`config.mk`:
```
export PLATFORM = sky130hd
export DESIGN_NAME = coin_acceptor
export DESIGN_NICKNAME = d
export VERILOG_FILES = /design/src/rtl/coin_acceptor.sv
export SDC_FILE = /design/constraint.sdc
export NUM_CORES = 1
export LEC_CHECK = 0
export CORE_ASPECT_RATIO = 1.1
export CORE_MARGIN = 2
export CORE_UTILIZATION = 50
export DETAILED_ROUTE_END_ITERATION = 10
export PLACE_DENSITY = 0.83
export SYNTH_ARGS = -nofsm -noshare
export SYNTH_HDL_FRONTEND = slang
export SYNTH_SLANG_ARGS = --single-unit
export TNS_END_PERCENT = 10
```
`constraint.sdc`:
```
create_clock -name clk -period 2.8 [get_ports clk]
set_clock_uncertainty 0.1 [all_clocks]
set_input_delay 0.42 -clock clk [delete_from_list [all_inputs] [get_ports clk]]
set_output_delay 0.42 -clock clk [all_outputs]
set_load 0.005 [all_outputs]
```
`src/rtl/coin_acceptor.sv`:
```
// coin_acceptor: sensor conditioning, jam detection, coin FIFO and paced coin-code output
module coin_acceptor #(
  parameter int DEBOUNCE_CYCLES = 4,
  parameter int FIFO_DEPTH = 4,
  parameter int GAP_CYCLES = 2
) (
  input  logic                          clk,
  input  logic                          rst,
  input  logic                          coin5_raw,
  input  logic                          coin10_raw,
  input  logic                          enable,
  output logic [1:0]                    coin_code,
  output logic                          reject,
  output logic                          jam,
  output logic [$clog2(FIFO_DEPTH):0]   fifo_level,
  output logic [7:0]                    accepted_count
);
  localparam int AW = $clog2(FIFO_DEPTH);
  localparam int LW = AW + 1;
  localparam int CW = $clog2(DEBOUNCE_CYCLES + 1);
  localparam int GW = $clog2(GAP_CYCLES + 1);
  typedef enum logic [1:0] {IDLE, EMIT, GAP} state_t;
  state_t state, state_n;
  logic [1:0] raw, s0, s1, lvl, lvl_q, ev;
  logic [CW-1:0] cnt [2];
  logic [1:0] mem [FIFO_DEPTH];
  logic [AW-1:0] wp, rp;
  logic [GW-1:0] gcnt;
  logic full, push, pop, rej_n, jam_n;
  assign raw = {coin10_raw, coin5_raw};
  // bit 0 is the 5-unit line, bit 1 the 10-unit line throughout
  // two-flop synchroniser, debounce counters and registered rising-edge events
  always_ff @(posedge clk or negedge rst) begin
    if (!rst) begin
      s0 <= '0;
      s1 <= '0;
      lvl <= '0;
      lvl_q <= '0;
      ev <= '0;
      cnt[0] <= '0;
      cnt[1] <= '0;
    end else begin
      s0 <= raw;
      s1 <= s0;
      lvl_q <= lvl;
      ev <= lvl & ~lvl_q;
      for (int i = 0; i < 2; i++) begin
        if (s1[i] == lvl[i]) cnt[i] <= '0;
        else if (cnt[i] == CW'(DEBOUNCE_CYCLES - 1)) begin
          cnt[i] <= '0;
          lvl[i] <= ~lvl[i];
        end else cnt[i] <= cnt[i] + 1'b1;
      end
    end
  end
  // event arbitration, FIFO handshake and output sequencing decisions
  always_comb begin
    full = fifo_level == LW'(FIFO_DEPTH);
    pop = state == IDLE && fifo_level != '0;
    push = |ev && !jam && !(&ev) && enable && !full;
    rej_n = |ev && !jam && (&ev || !enable || full);
    jam_n = jam ? |lvl : &ev;
    state_n = state == IDLE ? (pop ? EMIT : IDLE) :
              state == EMIT ? GAP :
              (gcnt == GW'(GAP_CYCLES - 1) ? IDLE : GAP);
  end
  // coin storage; contents need no reset since the pointers gate every read
  always_ff @(posedge clk) begin
    if (push) mem[wp] <= ev[1] ? 2'd2 : 2'd1;
  end
  // FIFO pointers, status flags, FSM state and paced outputs
  always_ff @(posedge clk or negedge rst) begin
    if (!rst) begin
      wp <= '0;
      rp <= '0;
      fifo_level <= '0;
      reject <= 1'b0;
      jam <= 1'b0;
      state <= IDLE;
      gcnt <= '0;
      coin_code <= 2'd0;
      accepted_count <= 8'd0;
    end else begin
      if (push) wp <= wp + 1'b1;
      if (pop) rp <= rp + 1'b1;
      fifo_level <= fifo_level + LW'(push) - LW'(pop);
      reject <= rej_n;
      jam <= jam_n;
      state <= state_n;
      gcnt <= state == GAP ? gcnt + 1'b1 : '0;
      coin_code <= pop ? mem[rp] : 2'd0;
      if (state == EMIT && accepted_count != 8'hff) accepted_count <= accepted_count + 8'd1;
    end
  end
endmodule

```
# --- Word level (Yosys, flattened, before mapping) ---
# Memory sizes are Yosys's and may differ from the RTL's.
# Index checks and enable logic that the tools add are counted.
classes:
  addsub: 8
  n_eq_ne: 9
  mux: 14
  n_bitwise: 6
  reduce_logical: 20
op_table:
  columns: ["op", "n"]
  rows:
  - ["$mux W2", 6]
  - ["$mux W3", 4]
  - ["$add A8 B1 Y8 const B", 1]
  - ["$ne A8 B8 Y1 const B", 1]
  - ["$logic_and A1 B1 Y1", 7]
  - ["$add A2 B1 Y2 const B", 3]
  - ["$add A3 B1 Y3 const B", 2]
  - ["$eq A3 B2 Y1 const B", 2]
  - ["$reduce_and A2 Y1", 3]
  - ["$eq A2 B1 Y1 const B", 2]
  - ["$logic_not A1 Y1", 4]
  - ["$mux W1", 4]
  - ["$not A1 Y1", 4]
  - ["$reduce_or A2 Y1", 2]
  - ["$add A3 B1 Y3", 1]
  - ["$eq A3 B3 Y1 const B", 1]
  - ["$reduce_bool A3 Y1", 1]
  - ["$sub A3 B1 Y3", 1]
  - ["$and A2 B2 Y2", 1]
  - ["$eq A1 B1 Y1", 2]
  - ["$eq A2 B2 Y1 const B", 1]
  - ["$logic_not A2 Y1", 1]
  - ["$logic_or A1 B1 Y1", 2]
  - ["$not A2 Y2", 1]
word_totals:
  reg_bits: 39
  mem_bits_rw: 8
  in_bits: 5
  mem_count: 1
mem_list:
  columns: ["memory", "words", "width", "rd", "rd_clocked_by_memory_dff", "wr", "line_no", "rtl"]
  rows:
  - ["mem", 4, 2, 1, 0, 1, "26", "logic [1:0] mem [FIFO_DEPTH];"]

# --- Longest topological paths before layout ---
depth:
  ltp_word: 7
  mapped_depth: 11
  mapped_depth_nobuf: 11

# --- Worst setup path after synthesis ---
# OpenSTA, ideal clock, no wires.
synth_path:
  path_kind: "register -> register"
  from: "reg jam"
  to: "reg fifo_level[2]"
  setup_time_ns: 0.127
  arrival_time_ns: 2.060
  setup_slack_ns: 0.513
  stages_incl_launch_ff: 11
  n_path_buf: 0
  synth_period_minus_slack_ns: 2.287
  cell_sequence: "dfrtp_1 -> o21bai_4 -> a211oi_4 -> inv_1 -> ha_1 -> inv_1 -> ha_1 -> inv_1 -> fa_1 -> xnor2_1 -> xnor2_1"
synth_via:
  elab_chain_cells: 7
synth_lines:
  columns: ["element", "line_no", "rtl"]
  rows:
  - ["start, declared", "14", "output logic jam,"]
  - ["start signal, assigned", "88", "jam <= jam_n;"]
  - ["$logic_not A1 Y1", "60", "push = |ev && !jam && !(&ev) && enable && !full;"]
  - ["$logic_and A1 B1 Y1 (4 in series)", "60", null]
  - ["$add A3 B1 Y3", "86", "fifo_level <= fifo_level + LW'(push) - LW'(pop);"]
  - ["$sub A3 B1 Y3", "86", null]
  - ["end signal, assigned", "86", null]
  - ["end, declared", "15", "output logic [$clog2(FIFO_DEPTH):0] fifo_level,"]
# No other way between the ends.
# A chain may end at the register's enable or synchronous reset.

# --- Final worst setup path ---
layout_path:
  from: "in enable"
  to: "reg fifo_level[2]"
layout_via:
  elab_chain_cells: 4
layout_lines:
  columns: ["element", "line_no", "rtl"]
  rows:
  - ["start, declared", "11", "input logic enable,"]
  - ["$logic_and A1 B1 Y1 (2 in series)", "60", null]
  - ["$add A3 B1 Y3", "86", null]
  - ["$sub A3 B1 Y3", "86", null]
# No other way between the ends.

==> qor.csv <==
stage,metric,value,unit
run_status,status,finished clean,
placement,DP HPWL,2230,um
setup_path,CP most frequent cell,inv_1,
cells_and_area,Area Growth Syn to Fin,19.9,%
setup_path,crit-path max FO,2,
yosys,top cell type's share of synthesized area,50.0,%
clock_network,# clock sinks,47,
setup_path,CP Class,input pin to register,
global_routing,pin count of the biggest net entering global routing,40,
sta,Max Clk Rate,420,MHz
job,max-cap violations,0,
clock_network,setup bufs post-CTS,0,
worst_hold_path,Hold Crit Class,input pin to async pin,
setup_path,crit end category,register,
yosys,cells after synthesis,140,
global_routing,number of global-route vias before repair,1206,
cells_and_area,# diodes,0,
clock_network,hold_buf cts,0,
setup_path,worst-path cell chain,clkdlybuf4s50_1 -> nand2_1 -> a211oi_4 -> inv_1 -> ha_1 -> inv_1 -> ha_1 -> inv_1 -> fa_1 -> xnor2_1 -> xnor2_1,
yosys,most frequent cells after synthesis,"dfrtp_1, inv_1, ha_1",
sta,Sum Neg Setup Slack,0,ns
setup_path,Critical Path AT,2.50,ns
pwr,Net Sw Frac,30.4,%
yosys,top-count cell post-synth,dfrtp_1,
placement,Setup WS pre-CTS,0.112,ns
setup_path,Critical Path Stages,11,
clock_network,clk_lat worst skew,0.30,ns
yosys,register area share after synthesis,62.3,%
setup_path,cells on worst reg2reg path,11,
yosys,"top cells by area, synth","dfrtp_1, edfxtp_1, ha_1",
sta,RSZ-0062 raised after global routing,no,
route,routed vias/inst,5.09,
global_routing,initial antenna violation count,0,
die,Die Span Y,69.6,um
pwr,leakage power,1.03,nW
yosys,Syn Area/Cell,14.0,sq um
placement,Port Buffers,19,
setup_path,Worst Path Buf+Inv,4,
sta,Final min period,2.38,ns
clock_network,CTS H-tree depth,2,
die,total die area,0.00442,sq mm
yosys,number of flops mapped to enable cells by yosys,8,
sta,Slew Limit Fails,0,
pwr,Clock Power Share,22.6,%
route,initial drt markers,25,
sta,worst slew pin tran,0.932,ns
yosys,biggest area consumer among synthesized cells,dfrtp_1,
cells_and_area,Final #Nets,183,
setup_path,Critical Path Start Type,input pin,
route,drt total wl,3010,um
yosys,Synth Flop Type,dfrtp_1,
route,via count,1110,
global_routing,grt ovf,0,
global_routing,total track usage,16.5,%
clock_network,clock buffer depth,2,
clock_network,"Reg clk slew, reported paths",0.08,ns
setup_path,slowest cell on the critical path,clkdlybuf4s50_1,
die,Ports,20,
pwr,Seq pwr share,46.0,%
sta,fin worst setup slack,0.419,ns
pwr,PwrDens,1070,mW/mm^2
yosys,Syn Nets,156,
yosys,asr flop ratio synth,83.0,%
die,Initial Util,53.0,%
clock_network,CTS resizes,0,
global_routing,GR peak layer,met2,
yosys,Synth cell types,31,
route,post-detailed-route wirelength per cell,13.8,um
yosys,Synth Register Bits,47,
setup_path,cell family with most CP delay,adder cells,
setup_path,critical path required time,2.92,ns
sta,Hold Slack,0.148,ns
route,ANT nets after route,0,
die,die width,63.6,um
pwr,switching pwr,0.000761,W
clock_network,CTS Buf Count,5,
yosys,Yosys warnings,0,
global_routing,global routing usage on met3,4.22,%
die,FP Rows,23,
sta,relative slew slack,37.8,%
global_routing,first-pass GRT wire length,5360,um
yosys,Syn Std Cell Area,0.00195,sq mm
global_routing,Global Route met2 Usage,29.4,%
placement,Routability Congestion,0.771,
pwr,Max VDD drop,0.000595,V
die,Core ar.,0.00368,sq mm
clock_network,clk root buf,clkbuf_8,
sta,Final Cycle Share,85.0,%
global_routing,met1 global-route usage,16.3,%
clock_network,CTS tree,yes,
sta,# setup viols final,0,
setup_path,Crit path largest cell delay,0.49,ns
pwr,Logic pwr share,31.4,%
cells_and_area,layout cell share with drive strength beyond 1,12.5,%
route,DRT Pass-1 Iters,4,
pwr,internal power,0.00175,W
route,# DRC,0,
sta,Final Hold Fails,0,
-- power by group through the flow --
| stage | combinational, W | sequential [W] | clock, W |
|---|---|---|---|
| final | 0.000787 | 0.00115 | 0.000568 |
| after global routing | 0.000904 | 0.00119 | 0.000606 |
| after CTS | 0.000810 | 0.00116 | 0.000578 |
| after detailed placement | 0.000799 | 0.00117 | 0 |
| after global placement | 0.000741 | 0.00115 | 0 |
| after floorplan | 0.000508 | 0.00113 | 0 |
-- worst paths after layout --
path,start,endpoint,slack (ns)
hold / removal,rst,cnt[3]$_DFF_PN0_,0.15
max in group asynchronous,rst,wp[0]$_DFFE_PN0P_,1.87
hold reg to reg,s0[0]$_DFF_PN0_,s1[0]$_DFF_PN0_,0.26
setup reg to reg,ev[1]$_DFF_PN0_,fifo_level[2]$_DFF_PN0_,0.46
setup / recovery,enable,fifo_level[2]$_DFF_PN0_,0.42
min in group clk,s0[0]$_DFF_PN0_,s1[0]$_DFF_PN0_,0.26
-- cell type report --
type / instances / area (sq um)
Fill cell: 327 / 1340
Multi-Input combinational cell: 82 / 696
Sequential cell: 47 / 1220
Clock buffer: 6 / 72.6
Tap cell: 50 / 62.6
Timing Repair Buffer: 20 / 193
Clock inverter: 2 / 60.1
Inverter: 11 / 41.3
-- sequential cells by signal, indices dropped and copies added (netlist names), 3 cells and up --
name            cells
cnt                 6
mem                 8
accepted_count      8
fifo_level          3
-- through the flow --
stage          cells  power [W]  utilization, %  area (sq um)
3_3_place_gp     210    0.00189            60.0          2210
4_1_cts          218    0.00254            63.6          2340
2_1_floorplan    140    0.00164               -          1950
6_report         218    0.00251            63.6          2340
3_5_place_dp     210    0.00197            60.0          2210
5_1_grt          218    0.00270            63.6          2340
-- logic make-up after synthesis --
family                     Yosys count  synth area share, %
DFF                                 47                 62.3
and+or+nand+nor                     42                 13.4
AOI/OAI and AO/OA                   11                 4.61
buffers and inverters               11                 2.11
adders and majority gates           11                 7.43
xor gates and xnor gates            10                 4.48
muxes                                8                 5.70
-- metal layers --
metal	vias up	routed length (um)	share of wire, %
met1	559	1110	37
met2	20	1700	57
met4	0	88	2.9
met3	8	102	3.4
li1	523	-	-
met5	-	0	0
-- worst register-to-register path, stage by stage (launching register included) --
cell and delay, ns:
dfrtp_1 0.46, nand2_1 0.12, nand2_1 0.11, a211oi_4 0.18
inv_1 0.07, ha_1 0.29, inv_1 0.06, ha_1 0.13
inv_1 0.05, fa_1 0.37, xnor2_1 0.19, xnor2_1 0.14
-- cells in the final DEF (no fill, tap or decap), drive strengths merged --
cell type / instances
buf: 1
bufinv: 2
nor2b: 6
mux2i: 1
nand2: 9
o31a: 1
clkdlybuf4s50: 18
clkbuf: 7
o21bai: 1
and2: 6
nand4: 1
xnor2: 7
o21ai: 2
fa: 1
a31oi: 2
nand3: 2
ha: 10
nor3b: 5
a211oi: 1
edfxtp: 8
a21oi: 4
nor2: 6
and4: 1
nand2b: 1
inv: 11
mux4: 2
dfrtp: 39
xor2: 3
nor3: 3
mux2: 5
nor4b: 1
and3: 1
Note: power is estimated with default switching activity, not from simulation.
